### src/rtl/vm2002_pkg.sv
// rtl/vm2002_pkg.sv - shared coin/state types and coin values for the vm2002 change path
//
// Contents:
//   coin_t       2-bit coin code, same encoding the vending FSM uses on its user side
//   *_VAL        coin values in cents
//   chg_state_t  change dispenser FSM states
//   coin_value   coin code -> value in cents
package vm2002_pkg;

  typedef enum logic [1:0] {
    NONE    = 2'b00,
    NICKEL  = 2'b01,
    DIME    = 2'b10,
    QUARTER = 2'b11
  } coin_t;

  localparam int unsigned NICKEL_VAL  = 5;
  localparam int unsigned DIME_VAL    = 10;
  localparam int unsigned QUARTER_VAL = 25;

  typedef enum logic [2:0] {
    IDLE,
    SELECT,
    ISSUE,
    GAP,
    DONE,
    FAULT
  } chg_state_t;

  function automatic logic [4:0] coin_value(input coin_t c);
    case (c)
      NICKEL:  return 5'(NICKEL_VAL);
      DIME:    return 5'(DIME_VAL);
      QUARTER: return 5'(QUARTER_VAL);
      default: return 5'd0;
    endcase
  endfunction

endpackage

### src/rtl/vm2002_coin_sel.sv
// rtl/vm2002_coin_sel.sv - greedy largest-coin selector for the amount still owed
//
// Ports:
//   remaining  in   BAL_W  cents still owed
//   coin       out  coin_t largest coin not exceeding remaining (NONE below 5 cents)
//   value      out  BAL_W  value of coin in cents, zero-extended
module vm2002_coin_sel
  import vm2002_pkg::*;
#(
  parameter int unsigned BAL_W = 16
) (
  input  logic [BAL_W-1:0] remaining,
  output coin_t            coin,
  output logic [BAL_W-1:0] value
);

  always_comb begin
    coin = NONE;
    if (remaining >= BAL_W'(QUARTER_VAL)) begin
      coin = QUARTER;
    end else if (remaining >= BAL_W'(DIME_VAL)) begin
      coin = DIME;
    end else if (remaining >= BAL_W'(NICKEL_VAL)) begin
      coin = NICKEL;
    end
    value = BAL_W'(coin_value(coin));
  end

endmodule

### src/rtl/vm2002_change_dispenser.sv
// rtl/vm2002_change_dispenser.sv - pays a change balance out as a stream of coin handshakes
//
// Ports:
//   clk           in   1      clock, posedge
//   hrst          in   1      synchronous active-high hard reset
//   req_valid     in   1      change request, taken only while req_ready
//   req_balance   in   BAL_W  cents owed, sampled on accept
//   req_ready     out  1      high only in IDLE
//   coin_valid    out  1      coin_out valid, held until coin_ack
//   coin_out      out  2      00 none, 01 nickel, 10 dime, 11 quarter
//   coin_ack      in   1      ejector took the coin this cycle
//   remaining     out  BAL_W  cents still owed
//   coins_issued  out  8      acknowledged coins for this request, saturating
//   done          out  1      one-cycle pulse at end of request
//   short_change  out  1      with done: 1..4 cents could not be paid
//   fault         out  1      sticky ack-timeout flag, cleared only by hrst
module vm2002_change_dispenser
  import vm2002_pkg::*;
#(
  parameter int unsigned BAL_W     = 16,
  parameter int unsigned EJECT_GAP = 2,
  parameter int unsigned ACK_TMO   = 255
) (
  input  logic             clk,
  input  logic             hrst,
  input  logic             req_valid,
  input  logic [BAL_W-1:0] req_balance,
  output logic             req_ready,
  output logic             coin_valid,
  output logic [1:0]       coin_out,
  input  logic             coin_ack,
  output logic [BAL_W-1:0] remaining,
  output logic [7:0]       coins_issued,
  output logic             done,
  output logic             short_change,
  output logic             fault
);

  localparam int unsigned GAP_W = $clog2(EJECT_GAP + 2);
  localparam int unsigned TMO_W = $clog2(ACK_TMO + 2);

  chg_state_t       state, state_d;
  coin_t            coin_q, coin_d;
  logic             coin_valid_q, coin_valid_d;
  logic [BAL_W-1:0] remaining_q, remaining_d;
  logic [7:0]       coins_q, coins_d;
  logic             done_q, done_d;
  logic             short_q, short_d;
  logic             fault_q, fault_d;
  logic [GAP_W-1:0] gap_cnt, gap_cnt_d;
  logic [TMO_W-1:0] tmo_cnt, tmo_cnt_d;

  coin_t            sel_coin;
  logic [BAL_W-1:0] sel_value;
  logic             gap_last;
  logic             tmo_last;

  // remaining is frozen while a coin is offered, so the selector output in
  // ISSUE is still the value of the coin being offered.
  vm2002_coin_sel #(
    .BAL_W(BAL_W)
  ) u_coin_sel (
    .remaining(remaining_q),
    .coin     (sel_coin),
    .value    (sel_value)
  );

  // The SELECT cycle is itself a cycle with coin_valid low, so GAP lasts one
  // cycle less than EJECT_GAP to make the low time between coins EJECT_GAP.
  assign gap_last = (32'(gap_cnt) + 32'd2 >= EJECT_GAP);
  // Last waiting cycle: coin_valid has then been high for ACK_TMO cycles.
  assign tmo_last = (32'(tmo_cnt) + 32'd1 >= ACK_TMO);

  always_ff @(posedge clk) begin
    if (hrst) begin
      state        <= IDLE;
      coin_q       <= NONE;
      coin_valid_q <= 1'b0;
      remaining_q  <= '0;
      coins_q      <= '0;
      done_q       <= 1'b0;
      short_q      <= 1'b0;
      fault_q      <= 1'b0;
      gap_cnt      <= '0;
      tmo_cnt      <= '0;
    end else begin
      state        <= state_d;
      coin_q       <= coin_d;
      coin_valid_q <= coin_valid_d;
      remaining_q  <= remaining_d;
      coins_q      <= coins_d;
      done_q       <= done_d;
      short_q      <= short_d;
      fault_q      <= fault_d;
      gap_cnt      <= gap_cnt_d;
      tmo_cnt      <= tmo_cnt_d;
    end
  end

  always_comb begin
    state_d      = state;
    coin_d       = coin_q;
    coin_valid_d = coin_valid_q;
    remaining_d  = remaining_q;
    coins_d      = coins_q;
    done_d       = 1'b0;
    short_d      = 1'b0;
    fault_d      = fault_q;
    gap_cnt_d    = gap_cnt;
    tmo_cnt_d    = tmo_cnt;

    case (state)
      IDLE: begin
        if (req_valid) begin
          remaining_d = req_balance;
          coins_d     = '0;
          state_d     = SELECT;
        end
      end
      SELECT: begin
        if (sel_coin != NONE) begin
          coin_d       = sel_coin;
          coin_valid_d = 1'b1;
          tmo_cnt_d    = '0;
          state_d      = ISSUE;
        end else begin
          state_d = DONE;
        end
      end
      ISSUE: begin
        // ack takes priority over a timeout expiring in the same cycle
        if (coin_ack) begin
          remaining_d  = remaining_q - sel_value;
          if (coins_q != 8'hFF) begin
            coins_d = coins_q + 8'd1;
          end
          coin_valid_d = 1'b0;
          coin_d       = NONE;
          gap_cnt_d    = '0;
          state_d      = (EJECT_GAP > 1) ? GAP : SELECT;
        end else if (tmo_last) begin
          coin_valid_d = 1'b0;
          coin_d       = NONE;
          fault_d      = 1'b1;
          state_d      = FAULT;
        end else begin
          tmo_cnt_d = tmo_cnt + 1'b1;
        end
      end
      GAP: begin
        if (gap_last) begin
          state_d = SELECT;
        end else begin
          gap_cnt_d = gap_cnt + 1'b1;
        end
      end
      DONE: begin
        done_d  = 1'b1;
        short_d = (remaining_q != '0);
        state_d = IDLE;
      end
      FAULT: begin
        coin_valid_d = 1'b0;
        coin_d       = NONE;
      end
      default: begin
        state_d = IDLE;
      end
    endcase
  end

  assign req_ready    = (state == IDLE);
  assign coin_valid   = coin_valid_q;
  assign coin_out     = coin_q;
  assign remaining    = remaining_q;
  assign coins_issued = coins_q;
  assign done         = done_q;
  assign short_change = short_q;
  assign fault        = fault_q;

endmodule

### config.mk
export PLATFORM = sky130hd
export DESIGN_NAME = vm2002_change_dispenser
export DESIGN_NICKNAME = d
export VERILOG_FILES = /design/src/rtl/vm2002_pkg.sv /design/src/rtl/vm2002_coin_sel.sv /design/src/rtl/vm2002_change_dispenser.sv
export SDC_FILE = /design/constraint.sdc
export NUM_CORES = 1
export LEC_CHECK = 0
export ABC_AREA = 0
export CORE_MARGIN = 2
export CORE_UTILIZATION = 50
export DETAILED_ROUTE_END_ITERATION = 6
export PLACE_DENSITY = 0.78
export SLEW_MARGIN = 5
export SYNTH_ARGS = -nofsm -noshare
export SYNTH_HDL_FRONTEND = slang
export SYNTH_SLANG_ARGS = --single-unit
### constraint.sdc
create_clock -name clk -period 4.6 [get_ports clk]
set_input_delay 0.92 -clock clk [delete_from_list [all_inputs] [get_ports clk]]
set_output_delay 0.92 -clock clk [all_outputs]
set_load 0.03 [all_outputs]
# Yosys cells after proc, flatten, opt, wreduce, memory -nomap -nowiden

Index checks and enable logic that the tools add are counted.

Equality and inequality tests: 18
Add/subtract/negate cells: 6
Bitwise operators: 3
Reductions and logical operators: 15
$lt $le $gt $ge: 5
Multiplexer cells: 33

Operator list:

| operator             | count |
|---|---|
| $mux 16              | 2 |
| $pmux 16 s2          | 1 |
| $mux 9               | 3 |
| $mux 8               | 3 |
| $pmux 9 s2           | 1 |
| $ge 16x3->1 const B  | 1 |
| $ge 16x4->1 const B  | 1 |
| $ge 16x5->1 const B  | 1 |
| $ne 2x2->1 const B   | 8 |
| $pmux 8 s2           | 1 |
| $reduce_bool 16->1   | 1 |
| $sub 16x5->16        | 1 |
| $mux 3               | 5 |
| $pmux 3 s5           | 1 |
| $pmux 5 s3           | 1 |
| $mux 2               | 7 |
| $reduce_and 3->1     | 4 |
| $reduce_and 4->1     | 3 |
| $add 9x1->10 const B | 1 |
| $ge 10x8->1 const B  | 1 |
| $add 9x1->9 const B  | 1 |
| $add 8x1->8 const B  | 1 |
| $ne 8x8->1 const B   | 1 |
| $reduce_bool 2->1    | 4 |
| 17 further kinds     | 26 |

Input port bits: 20
Word-level logic and storage cells: 90
Output and inout port bits: 31
Flip-flop bits (word level): 44

# Depth between registers and ports, before layout

Gate-level depths: netlist of run 1.

Depth after elaboration: 9
Depth in mapped cells: 13
Mapped depth without buffers: 13

# Modules after synthesis

From an unflattened synthesis of run 1, not the netlist that was laid out.

Cell total of the unflattened synthesis: 413
Area, all modules: 3345.7 um2

By module, submodules not included:

| module                  | area each (um2) | instances | sequential area each (um2) | cells an instance |
|---|---|---|---|---|
| vm2002_change_dispenser | 3094.2          | 1         | 840.8                      | 384 |
| vm2002_coin_sel         | 251.5           | 1         | 0.0                        | 29 |

# Least setup slack after synthesis of run 1

OpenSTA, ideal clock, no wires.

Kind: register -> register
Start point: register remaining_q[11] (netlist: remaining[11])
End point: register remaining_q[12] (netlist: remaining[12])
Period minus slack after synthesis: 3.394 ns
Stages on the path, launching flop included: 13
Library setup time: 0.128 ns
Data arrival time: 3.266 ns
Path buffers: 0
Slack: 1.206 ns
Required time: 4.472 ns
Cells stage by stage: dfxtp_1 > or4_1 > nor3_1 > and2_1 > nor2b_1 > nand2_1 > ha_1 > a21o_1 > a21oi_1 > o21ai_1 > or4_1 > a32oi_1 > nor2_1

Word-level cells in the longest chain between the ends: 9
Elaborated cells between the ends (all ways): 13
Classes of those cells: 1 x add/sub; 3 x order compare; 3 x eq/ne; 6 x mux

RTL lines:

| item                                     | RTL line                       | text |
|---|---|---|
| start: declaration                       | vm2002_change_dispenser.sv:45  | `logic [BAL_W-1:0] remaining_q, remaining_d;` |
| start signal: assignment                 | vm2002_change_dispenser.sv:90  | `remaining_q <= remaining_d;` |
| $ge 16x3->1                              | vm2002_coin_sel.sv:23          | `end else if (remaining >= BAL_W'(NICKEL_VAL)) begin` |
| $mux 1                                   | vm2002_coin_sel.sv:23          |  |
| $mux 2                                   | vm2002_coin_sel.sv:21          | `end else if (remaining >= BAL_W'(DIME_VAL)) begin` |
| $mux 2                                   | vm2002_coin_sel.sv:19          | `if (remaining >= BAL_W'(QUARTER_VAL)) begin` |
| $eq 2x2->1 or $eq 2x1->1 (tied branches) | vm2002_pkg.sv:31               | `case (c)` |
| $pmux 5 s3                               | vm2002_pkg.sv:31               |  |
| $sub 16x5->16 (*)                        | vm2002_change_dispenser.sv:133 | `remaining_d = remaining_q - sel_value;` |
| $mux 16 (*)                              | vm2002_change_dispenser.sv:132 | `if (coin_ack) begin` |
| $pmux 16 s2 (*)                          | vm2002_change_dispenser.sv:112 | `case (state)` |

Every way passes the cells marked *; elsewhere a longest branch is shown, timed or not. The select of a mux whose other input is x is not followed.
A chain may end at the register's enable or synchronous reset.

# Worst setup path after layout of run 1

Same ends and word-level chain as after synthesis.

==> results of run 1 <==
worst max path at each step:
stage | end | slack (ns) | depth (start not counted)
after floorplan | remaining[12] | 1.21 | 12
after global placement | remaining[12] | 1.11 | 12
after detailed placement | remaining[12] | 0.95 | 12
after CTS | remaining[12] | 0.93 | 12
after global routing | remaining[11] | 0.55 | 11
final | remaining[12] | 0.93 | 12
routing by layer:
metal / part of all wire, % / routed length, um / up-vias / GRT usage [%]
li1: - / - / 1274 / -
met1: 46 / 2993 / 1207 / 32.92
met2: 48 / 3099 / 75 / 40.06
met3: 5.6 / 367 / 6 / 4.953
met4: 0.94 / 61 / 0 / 7.797
met5: 0 / 0 / - / 0
critical path: cells and delay by family (launching register included):
| family | cells | cell delay (ns) |
|---|---|---|
| AO/OA/AOI/OAI | 4 | 0.90 |
| adder cells (fa/ha/maj) | 1 | 0.32 |
| flip-flops | 1 | 0.36 |
| AND/OR/NAND/NOR | 7 | 1.99 |
power groups by stage:
stage                     clock (uW)  combinational (uW)  sequential, uW
after floorplan                    0                 286             509
after global placement             0                 499             457
after detailed placement           0                 502             459
after CTS                        244                 506             451
after global routing             257                 556             459
final                            239                 507             452
kinds of logic (layout without fill, tap and decap cells):
group | after synthesis | in the layout | synth area share [%]
muxes | 4 | 4 | 1.578
xor gates and xnor gates | 9 | 9 | 3.107
adders and majority gates | 9 | 9 | 4.734
buffers and inverters | 26 | 70 | 4.388
DFF | 42 | 42 | 33.14
and+or+nand+nor | 140 | 140 | 28.75
AOI/OAI and AO/OA | 91 | 91 | 24.31
Yosys cell counts, types with 2 or more instances:
master,number
and2_1,2
nor2b_1,4
nor2_1,33
o21bai_1,2
xnor2_1,3
buf_2,2
clkbuf_1,12
o211ai_1,3
o22ai_1,2
nand4b_1,3
inv_1,9
and3_1,5
ha_1,8
o41ai_1,3
nor4_1,2
a311oi_1,6
o21a_1,3
o32ai_1,4
dfxtp_1,42
or2_2,2
nor3_1,11
a31oi_1,5
nand3_1,9
nand2b_1,7
nand2_1,33
o31ai_1,5
nand4_1,5
a21oi_1,27
o31a_1,2
o21ai_0,13
or3_1,10
a211oi_1,3
mux2i_1,4
a21o_1,2
a32oi_1,2
or4_1,4
xor2_1,6
cell usage in the layout, fill, tap and decap left out, drive strengths merged, types with 3 or more instances in the layout:
cell type | Yosys | routed
nor3 | 11 | 11
o211ai | 3 | 3
and3 | 6 | 6
nor2 | 33 | 33
nand4 | 5 | 5
o21a | 3 | 3
ha | 8 | 8
dfxtp | 42 | 42
nor2b | 4 | 4
or4 | 5 | 5
xor2 | 6 | 6
or3 | 11 | 11
o21ai | 14 | 14
o41ai | 3 | 3
xnor2 | 3 | 3
inv | 9 | 9
nand2b | 7 | 7
o32ai | 4 | 4
a31oi | 5 | 5
clkdlybuf4s50 | 0 | 50
mux2i | 4 | 4
o31ai | 5 | 5
a21oi | 27 | 27
nand4b | 3 | 3
buf | 5 | 3
nand3 | 9 | 9
nand2 | 34 | 34
a211oi | 3 | 3
a311oi | 6 | 6
clkbuf | 12 | 6
registers in the layout, indices dropped and copies added, names as in the netlist:
signal / cells
coin_out: 2
coin_valid: 1
coins_issued: 8
done: 1
fault: 1
remaining: 16
short_change: 1
state: 3
tmo_cnt: 9
metrics by stage:
| step | worst slack [ns] | util (%) |
|---|---|---|
| 3_3_place_gp | 1.113 | 63.77 |
| 5_1_grt | 0.5477 | 65.56 |
| 6_report | 0.9333 | 65.56 |
| 3_5_place_dp | 0.9477 | 63.77 |
| 2_1_floorplan | 1.206 | - |
| 4_1_cts | 0.9338 | 65.56 |
cell type report:
type | count | area share [%]
clock buffer | 6 | 2.298
clock inverter | 2 | 0.4358
inverter | 9 | 1.070
multi-input combinational | 253 | 50.36
sequential | 42 | 26.62
tap | 67 | 2.655
timing repair buffer | 53 | 16.56
==> results.ini, run 1 <==
[sta]
slew_violations=0
slew_headroom_pct=27.79
rsz0062_at_grt=no
worst_pin_slew_ns=1.080
final.period_utilization_pct=79.71
setup_violations=0
period_needed_ns=3.667
timing.final.hold_violations=0
finalSetupTns_ns=0
clock-skew-final_ns=0.006480
clock.fmax_ghz=0.2727
finalHoldWorstSlack_ns=0.4546

[layout]
syn_to_final_growth_pct=24.46
stdcell_count=432
final_area_mm2=0.003158
nNetsFinal=393
drive_above_1_share_pct=5.479
diodes=0
multiInputGateArea_mm2=0.001590
fillCellCount=446
regArea_um2=840.8

[floorplanning]
dieArea_mm2=0.005661
core_mm2=0.004817
die_w_um=75.24
io_pins=51
initial_utilization_pct=52.68
die_h_um=75.24
row_count=25

[setup_path]
cp-start-kind=flip-flop
path_class=reg -> reg
critPathSlowestCell=or4_1
r2r_setup_slack_ns=0.93
slowest_delay_ns=0.55
crit_top_cell=or4_1
crit_chain=or4_1, nor3_1, and2_1, nor2b_1, nand2_1, ha_1, a21o_1, a21oi_1, o21ai_1, or4_1, a32oi_1, nor2_1
r2r-start=remaining[11]
end_kind=flip-flop
worstPathMaxFanout=7
worstPathRequired_ns=4.79
arrival_ns=3.86
startpoint=remaining[11]
worstReg2RegEnd=remaining[12]
r2r_cells=12

[synth]
synth_edf_count=0
yosysWarnings=0
synth_nets=350
synth_area_per_cell_um2=7.905
synthFlopType=dfxtp_1
ys_types=60
yosysTopAreaCellShare_pct=33.14
ys_ff_latch=42
seq_area_frac_synth_pct=33.14
synth-async-reset-ratio_pct=0
yosys-top-cells-area=dfxtp_1 33%, a21oi_1 5.3%, nand2_1 4.9%
syn_area_mm2=0.002537
yosysTopAreaCell=dfxtp_1
postSynthCellCount=321

[clock_tree]
cts.clk_slew.worst_paths_ns=0.08
postCtsHoldBufs=0
cts_resized=0
clk_latency_ns=0.30
htree_levels=2
clkSinkCount=42
cts_setup_buffers=0
cts_tree=yes
cts-buffers-inserted=5
cts-root-buf=clkbuf_8
cts_buffer_depth=2

[drt]
routed_wl_mm=6.521
drtIter0Drc=118
avgViaCountPerCell=5.931
wl_per_cell_um=15.09
via_count=2562
antenna_left=0
dr.pass1.iters=4
post-route-drc-count=0

[power_and_ir_drop]
clockPowerShare_pct=20.0
total_power_uw=1198
p_comb_share_pct=42.3
power_density_mw_per_mm2=379.4
power_switching_uw=488.6
ir_drop_uv=228.4
switching_share_pct=40.78
seqPwrFrac_pct=37.7
cellLeakagePower_uw=0.001130
p_int_uw=709.5

[placement]
placed_area_mm2=0.003072
place_inst=424
place.gp.congestion=0.9068
dp_hpwl_mm=4.633
portBuffers=50

[hold_path]
min_path_type=reg -> reg
hp-start=fault
hold-path-endpoint=fault
whs_path_depth=2

[global_routing]
grt_remaining_overflow=0
grt_max_degree=27
grt_usage_pct=24.62
grt_pass1_vias=2328
antenna_found_initial=0
grt_pass1_wl_mm=10.76

[job]
drv_cap=0

[status]
outcome=finished clean

No activity file was read; power rests on OpenSTA's default activity.
==> run 2: changes to the inputs <==
--- a/config.mk
+++ b/config.mk
@@ -7,9 +7,9 @@
 export LEC_CHECK = 0
 export ABC_AREA = 0
 export CORE_MARGIN = 2
-export CORE_UTILIZATION = 50
+export CORE_UTILIZATION = 47
 export DETAILED_ROUTE_END_ITERATION = 6
-export PLACE_DENSITY = 0.78
+export PLACE_DENSITY = 0.77
 export SLEW_MARGIN = 5
 export SYNTH_ARGS = -nofsm -noshare
 export SYNTH_HDL_FRONTEND = slang
==> constraint.sdc (replaced) <==
create_clock -name clk -period 3.1 [get_ports clk]
set_input_delay 0.62 -clock clk [delete_from_list [all_inputs] [get_ports clk]]
set_output_delay 0.62 -clock clk [all_outputs]
set_load 0.03 [all_outputs]
==> run 2 against run 1 <==
Against the previous run: the flow now finishes with violations (negative setup slack); clock power increased by 87%; highest routed layer unchanged; register-to-register slack got worse by 0.97 ns; first-iteration DRC count up 73%; fmax rose by 17%; sequential power is 45% higher.
==> results.ini, run 2 (synthesis results as in run 1) <==
[clock_tree]
cts_tree=yes
cts_buffer_depth=2  ; unchanged
postCtsHoldBufs=0  ; unchanged
cts.clk_slew.worst_paths_ns=0.09  ; about the same
cts-buffers-inserted=5  ; unchanged
cts-root-buf=clkbuf_8
clkSinkCount=42  ; unchanged
htree_levels=2  ; unchanged
clk_latency_ns=0.30  ; about the same

[placement]
placed_area_mm2=0.003236  ; +5.3%
portBuffers=50  ; unchanged
place_inst=442  ; +4.2%
dp_hpwl_mm=4.926  ; +6.3%
place.gp.congestion=0.8704  ; -4.0%

[global_routing]
grt_max_degree=25  ; -7.4%
grt_pass1_vias=2521  ; +8.3%
grt_remaining_overflow=0  ; unchanged
grt_pass1_wl_mm=11.57  ; +7.5%
grt_usage_pct=23.39  ; -1.2 points
antenna_found_initial=0  ; unchanged

[floorplanning]
io_pins=51  ; unchanged
dieArea_mm2=0.006002  ; +6.0%
row_count=26  ; +4.0%
die_w_um=77.48  ; +3.0%
core_mm2=0.005172  ; +7.4%
die_h_um=77.48  ; +3.0%
initial_utilization_pct=49.06  ; -3.6 points

[setup_path]
cp-start-kind=flip-flop
crit_chain=or3_4, nor2_4, nand2_2, o21ai_1, ha_2, inv_1, fa_1, a21o_1, a21oi_4, o21ai_2, or4_1, a32oi_1, nor2_1
r2r_cells=13  ; +1
critPathSlowestCell=or4_1
r2r-start=remaining[6]
arrival_ns=3.33  ; -0.53 ns
worstReg2RegEnd=remaining[12]
slowest_delay_ns=0.42  ; -0.13 ns
path_class=reg -> reg
worstPathRequired_ns=3.30  ; -1.49 ns
r2r_setup_slack_ns=-0.04  ; -0.97 ns
worstPathMaxFanout=5  ; -2
end_kind=flip-flop

[sta]
clock-skew-final_ns=0.008611  ; +0.002131 ns
clock.fmax_ghz=0.3188  ; +17%
final.period_utilization_pct=101.2  ; +21 points
rsz0062_at_grt=yes
final.setup.worst_slack_ns=-0.03667  ; -0.9700 ns
slew_violations=0  ; unchanged
slew_headroom_pct=56.05  ; +28 points
finalHoldWorstSlack_ns=0.4676  ; +0.01303 ns
timing.final.hold_violations=0  ; unchanged
setup_violations=1  ; +1
worst_pin_slew_ns=0.6508  ; -0.4290 ns
period_needed_ns=3.137  ; -0.5300 ns

[layout]
syn_to_final_growth_pct=36.29
diodes=0  ; unchanged
stdcell_count=455  ; +5.3%
nNetsFinal=413  ; +5.1%
final_cell_mix=50 x clkdlybuf4s50_1, 38 x dfxtp_1, 32 x nor2_1
fillCellCount=426  ; -4.5%
drive_above_1_share_pct=16.10  ; +11 points
final_area_mm2=0.003458  ; +9.5%
largest_reg_flops=16  ; unchanged
layout_commonest_cell=clkdlybuf4s50_1

[job]
drv_cap=0  ; unchanged

[drt]
wl_per_cell_um=16.04  ; +6.2%
routed_wl_mm=7.297  ; +12%
post-route-drc-count=0  ; unchanged
dr.pass1.iters=5  ; +1
via_count=2744  ; +7.1%
antenna_left=0  ; unchanged
avgViaCountPerCell=6.031  ; +1.7%
drtIter0Drc=204  ; +73%

[status]
outcome=complete, but fails checks
violations=negative setup slack

[hold_path]
hp-start=fault
hold-path-endpoint=fault
min_path_type=reg -> reg
whs_path_depth=2  ; unchanged

[power_and_ir_drop]
ir_drop_uv=351.6  ; +54%
cellLeakagePower_uw=0.001262  ; +12%
power_density_mw_per_mm2=603.3  ; +59%

## run 2: cell types whose count changed in the layout (fill, tap and decap cells not counted), sizes merged
cell and delta:
buf +20, clkinv -2, bufinv +1, clkinvlp +1
## run 2: stage by stage
step	power, uW	utilization (%)	TNS (ns)	setup slack, ns
global placement	1529	62.55	0	0.08964
global route	2184	66.86	-0.6188	-0.1407
detailed placement	1542	62.55	-0.006815	-0.005489
CTS	1989	64.78	0	0.004058
finish	2087	66.86	-0.03667	-0.03667
floorplan	1213	-	0	0.02464
## run 2: how the worst max path moves through the flow
stage	start	to	slack, ns	cells after the start
3_5_place_dp	remaining[11]	remaining[14]	-0.005	12
3_3_place_gp	remaining[6]	remaining[12]	0.09	13
2_1_floorplan	remaining[11]	remaining[12]	0.02	12
4_1_cts	remaining[6]	remaining[12]	0.004	13
6_report	remaining[6]	remaining[12]	-0.04	13
5_1_grt	remaining[11]	remaining[12]	-0.14	12
## run 2: repair_timing
item	in CTS	in global routing
resized for setup	2	14
setup endpoints to repair	5	9
setup buffers	0	4
pin swaps	1	10
cloned	0	1
## run 2: routing by layer
layer  up-vias  GRT usage, %  wire length (um)
met3        15         4.535               439
met2       113         38.35              3573
met1      1291         30.49              3143
li1       1325             -                 -
met5         -             0                 0
met4         0         8.750               141
## run 2: final cells by class
class                   count  area [um^2]  share of cell area [%]
well taps                  70        87.58                   2.533
inverters                   9        33.78                  0.9768
flip-flops and latches     42        845.8                   24.46
repair buffers             73        683.2                   19.75
clock buffers               6        72.57                   2.098
multi-input cells         253         1698                   49.10
clock inverters             2        37.54                   1.085
## run 2: critical path, delay by kind of cell (launching register included)
kind                     cells  cell delay [ns]
AND/OR/NAND/NOR              5             1.13
AO/OA/AOI/OAI                5             0.88
adder cells (fa/ha/maj)      2             0.62
buffers and inverters        1             0.05
flip-flops                   1             0.35
## run 2: where the power goes
group | switching (uW) | internal, uW | total (uW)
Combinational | 560 | 424 | 984
Clock | 205 | 241 | 446
Sequential | 59.6 | 597 | 656
Total | 825 | 1260 | 2090
==> run 3: changes to the inputs <==
--- a/config.mk
+++ b/config.mk
@@ -6,10 +6,12 @@
 export NUM_CORES = 1
 export LEC_CHECK = 0
 export ABC_AREA = 0
+export CELL_PAD_IN_SITES_DETAIL_PLACEMENT = 0
+export CELL_PAD_IN_SITES_GLOBAL_PLACEMENT = 1
 export CORE_MARGIN = 2
-export CORE_UTILIZATION = 47
+export CORE_UTILIZATION = 34
 export DETAILED_ROUTE_END_ITERATION = 6
-export PLACE_DENSITY = 0.77
+export PLACE_DENSITY_LB_ADDON = 0.1
 export SLEW_MARGIN = 5
 export SYNTH_ARGS = -nofsm -noshare
 export SYNTH_HDL_FRONTEND = slang
==> run 3 against run 2 <==
Against the previous run: the run now ends clean; fmax increased by 5.6%; die area increased by 36%; final cell count increased by 7.3%; clock power is 22% higher; count of clock-buffer cells in the layout stayed put; via count down 4.1%; routed wire length is 0.49% higher; sequential power shrank 0.6%; worst hold slack worse by 0.021 ns; critical endpoint unchanged; critical path depth is 1 lower; sequential share of layout area is 0.32 points lower.
==> results.ini, run 3 (synthesis results as in run 1) <==
[layout]
syn_to_final_growth_pct=38.12
stdcell_count=488  ; +7.3%
fillCellCount=765  ; +80%
nNetsFinal=417  ; +0.97%
largest_reg_flops=16  ; unchanged
layout_commonest_cell=clkdlybuf4s50_1
diodes=0  ; unchanged
final_cell_mix=50 x clkdlybuf4s50_1, 38 x dfxtp_1, 32 x nor2_1
final_area_mm2=0.003505  ; +1.3%
drive_above_1_share_pct=16.20  ; +0.091 points

[sta]
final.period_utilization_pct=95.83  ; -5.4 points
setup_violations=0  ; -1
clock-skew-final_ns=0.006255  ; -0.002356 ns
slew_violations=0  ; unchanged
rsz0062_at_grt=yes
timing.final.hold_violations=0  ; unchanged
worst_pin_slew_ns=0.7415  ; +0.09067 ns
period_needed_ns=2.971  ; -0.1659 ns
slew_headroom_pct=49.92  ; -6.1 points
clock.fmax_ghz=0.3366  ; +5.6%

[drt]
dr.pass1.iters=4  ; -1
post-route-drc-count=0  ; unchanged
routed_wl_mm=7.333  ; +0.49%
avgViaCountPerCell=5.391  ; -11%
drtIter0Drc=79  ; -61%
antenna_left=0  ; unchanged
via_count=2631  ; -4.1%
wl_per_cell_um=15.03  ; -6.3%

[status]
outcome=finished clean

[setup_path]
slowest_delay_ns=0.55  ; +0.13 ns
worstPathRequired_ns=3.29  ; about the same
arrival_ns=3.16  ; -0.17 ns
critPathSlowestCell=or4_4
end_kind=flip-flop
cp-start-kind=flip-flop
path_class=reg -> reg
cpLargestDelayFamily=simple AND/OR/NAND/NOR gates
critPathBufInv=0  ; -1
worstPathMaxFanout=5  ; unchanged
cp.depth=12  ; -1
crit_chain=or4_4, nor3_4, and2_4, nor2b_2, nand2_2, ha_4, a21o_1, a21oi_2, o21ai_2, or4_1, a32oi_1, nor2_1
r2r_cells=12  ; -1

[global_routing]
grt_max_degree=25  ; unchanged
antenna_found_initial=0  ; unchanged
grt_usage_pct=17.71  ; -5.7 points
grt_remaining_overflow=0  ; unchanged
grt_pass1_vias=2454  ; -2.7%
grt_pass1_wl_mm=11.99  ; +3.6%

[power_and_ir_drop]
cellLeakagePower_uw=0.001285  ; +1.8%
seqPwrFrac_pct=30.4  ; -1.1 points
total_power_uw=2140  ; +2.6%
switching_share_pct=36.92  ; -2.6 points
p_comb_share_pct=44.0  ; -3.2 points
power_switching_uw=790.2  ; -4.3%
ir_drop_uv=254.5  ; -28%
power_density_mw_per_mm2=610.7  ; +1.2%
clockPowerShare_pct=25.5  ; +4.1 points
p_int_uw=1350  ; +7.1%

[job]
drv_cap=0  ; unchanged

[floorplanning]
io_pins=51  ; unchanged
dieArea_mm2=0.008170  ; +36%
die_h_um=90.39  ; +17%
die_w_um=90.39  ; +17%
row_count=31  ; +19%
initial_utilization_pct=34.98  ; -14 points
core_mm2=0.007253  ; +40%

[placement]
place_inst=477  ; +7.9%
portBuffers=50  ; unchanged
placed_area_mm2=0.003304  ; +2.1%
place.gp.congestion=0.7937  ; -8.8%
dp_hpwl_mm=5.254  ; +6.6%

[clock_tree]
clk_latency_ns=0.30  ; about the same
cts_buffer_depth=2  ; unchanged
cts-buffers-inserted=5  ; unchanged
cts.clk_slew.worst_paths_ns=0.08  ; about the same
cts_tree=yes
cts-root-buf=clkbuf_8
clkSinkCount=42  ; unchanged
htree_levels=2  ; unchanged

[hold_path]
whs_path_depth=2  ; unchanged
min_path_type=reg -> reg

-- run 3: path summary, 6_finish.rpt --
| check | from | to | slack, ns |
|---|---|---|---|
| setup reg to reg | remaining[11] | remaining[12] | 0.13 |
| hold reg to reg | fault | fault | 0.45 |
| setup / recovery | remaining[11] | remaining[12] | 0.13 |
| hold / removal | fault | fault | 0.45 |
-- run 3: final cells by class --
type                    count  area [um^2]  area share [%]
inverters                   9        33.78          0.9639
well taps                  99        123.9           3.534
multi-input cells         253         1658           47.30
repair buffers             77        700.7           19.99
flip-flops and latches     42        845.8           24.13
clock buffers               6        82.58           2.356
clock inverters             2        60.06           1.714
-- run 3: repair_timing --
item	4_1_cts	5_1_grt
setup buffers	0	2
endpoints found under the setup margin	0	10
hold buffers	0	0
resized for setup	0	10
-- run 3: stage by stage --
stage	hold WS, ns	setup slack (ns)	utilization (%)	setup TNS (ns)
detailed placement	0.4378	0.03167	45.56	0
CTS	0.4509	0.01390	47.52	0
finish	0.4466	0.1292	48.32	0
global route	0.4715	-0.05226	48.32	-0.07604
global placement	0.4344	0.09020	45.56	0
floorplan	0.4649	0.02464	-	0
-- run 3: worst register-to-register path, stage by stage, from the launching register on --
cell and delay [ns]:
dfxtp_2 0.33, or4_4 0.55, nor3_4 0.20, and2_4 0.20, nor2b_2 0.17, nand2_2 0.08, ha_4 0.22, a21o_1 0.19
a21oi_2 0.17, o21ai_2 0.09, or4_1 0.40, a32oi_1 0.20, nor2_1 0.05
-- run 3: power groups by stage --
| stage | clock [uW] | sequential, uW | combinational [uW] |
|---|---|---|---|
| finish | 546 | 652 | 943 |
| detailed placement | 0 | 663 | 894 |
| CTS | 561 | 651 | 899 |
| global placement | 0 | 663 | 899 |
| floorplan | 0 | 760 | 452 |
| global route | 580 | 662 | 1030 |
-- run 3: layer usage --
| metal | GRT usage (%) | up-vias | part of all wire (%) |
|---|---|---|---|
| met5 | 0 | - | 0 |
| met4 | 5.256 | 0 | 0.91 |
| met3 | 3.422 | 6 | 3.5 |
| met2 | 27.69 | 54 | 44 |
| met1 | 24.74 | 1244 | 51 |
| li1 | - | 1327 | - |
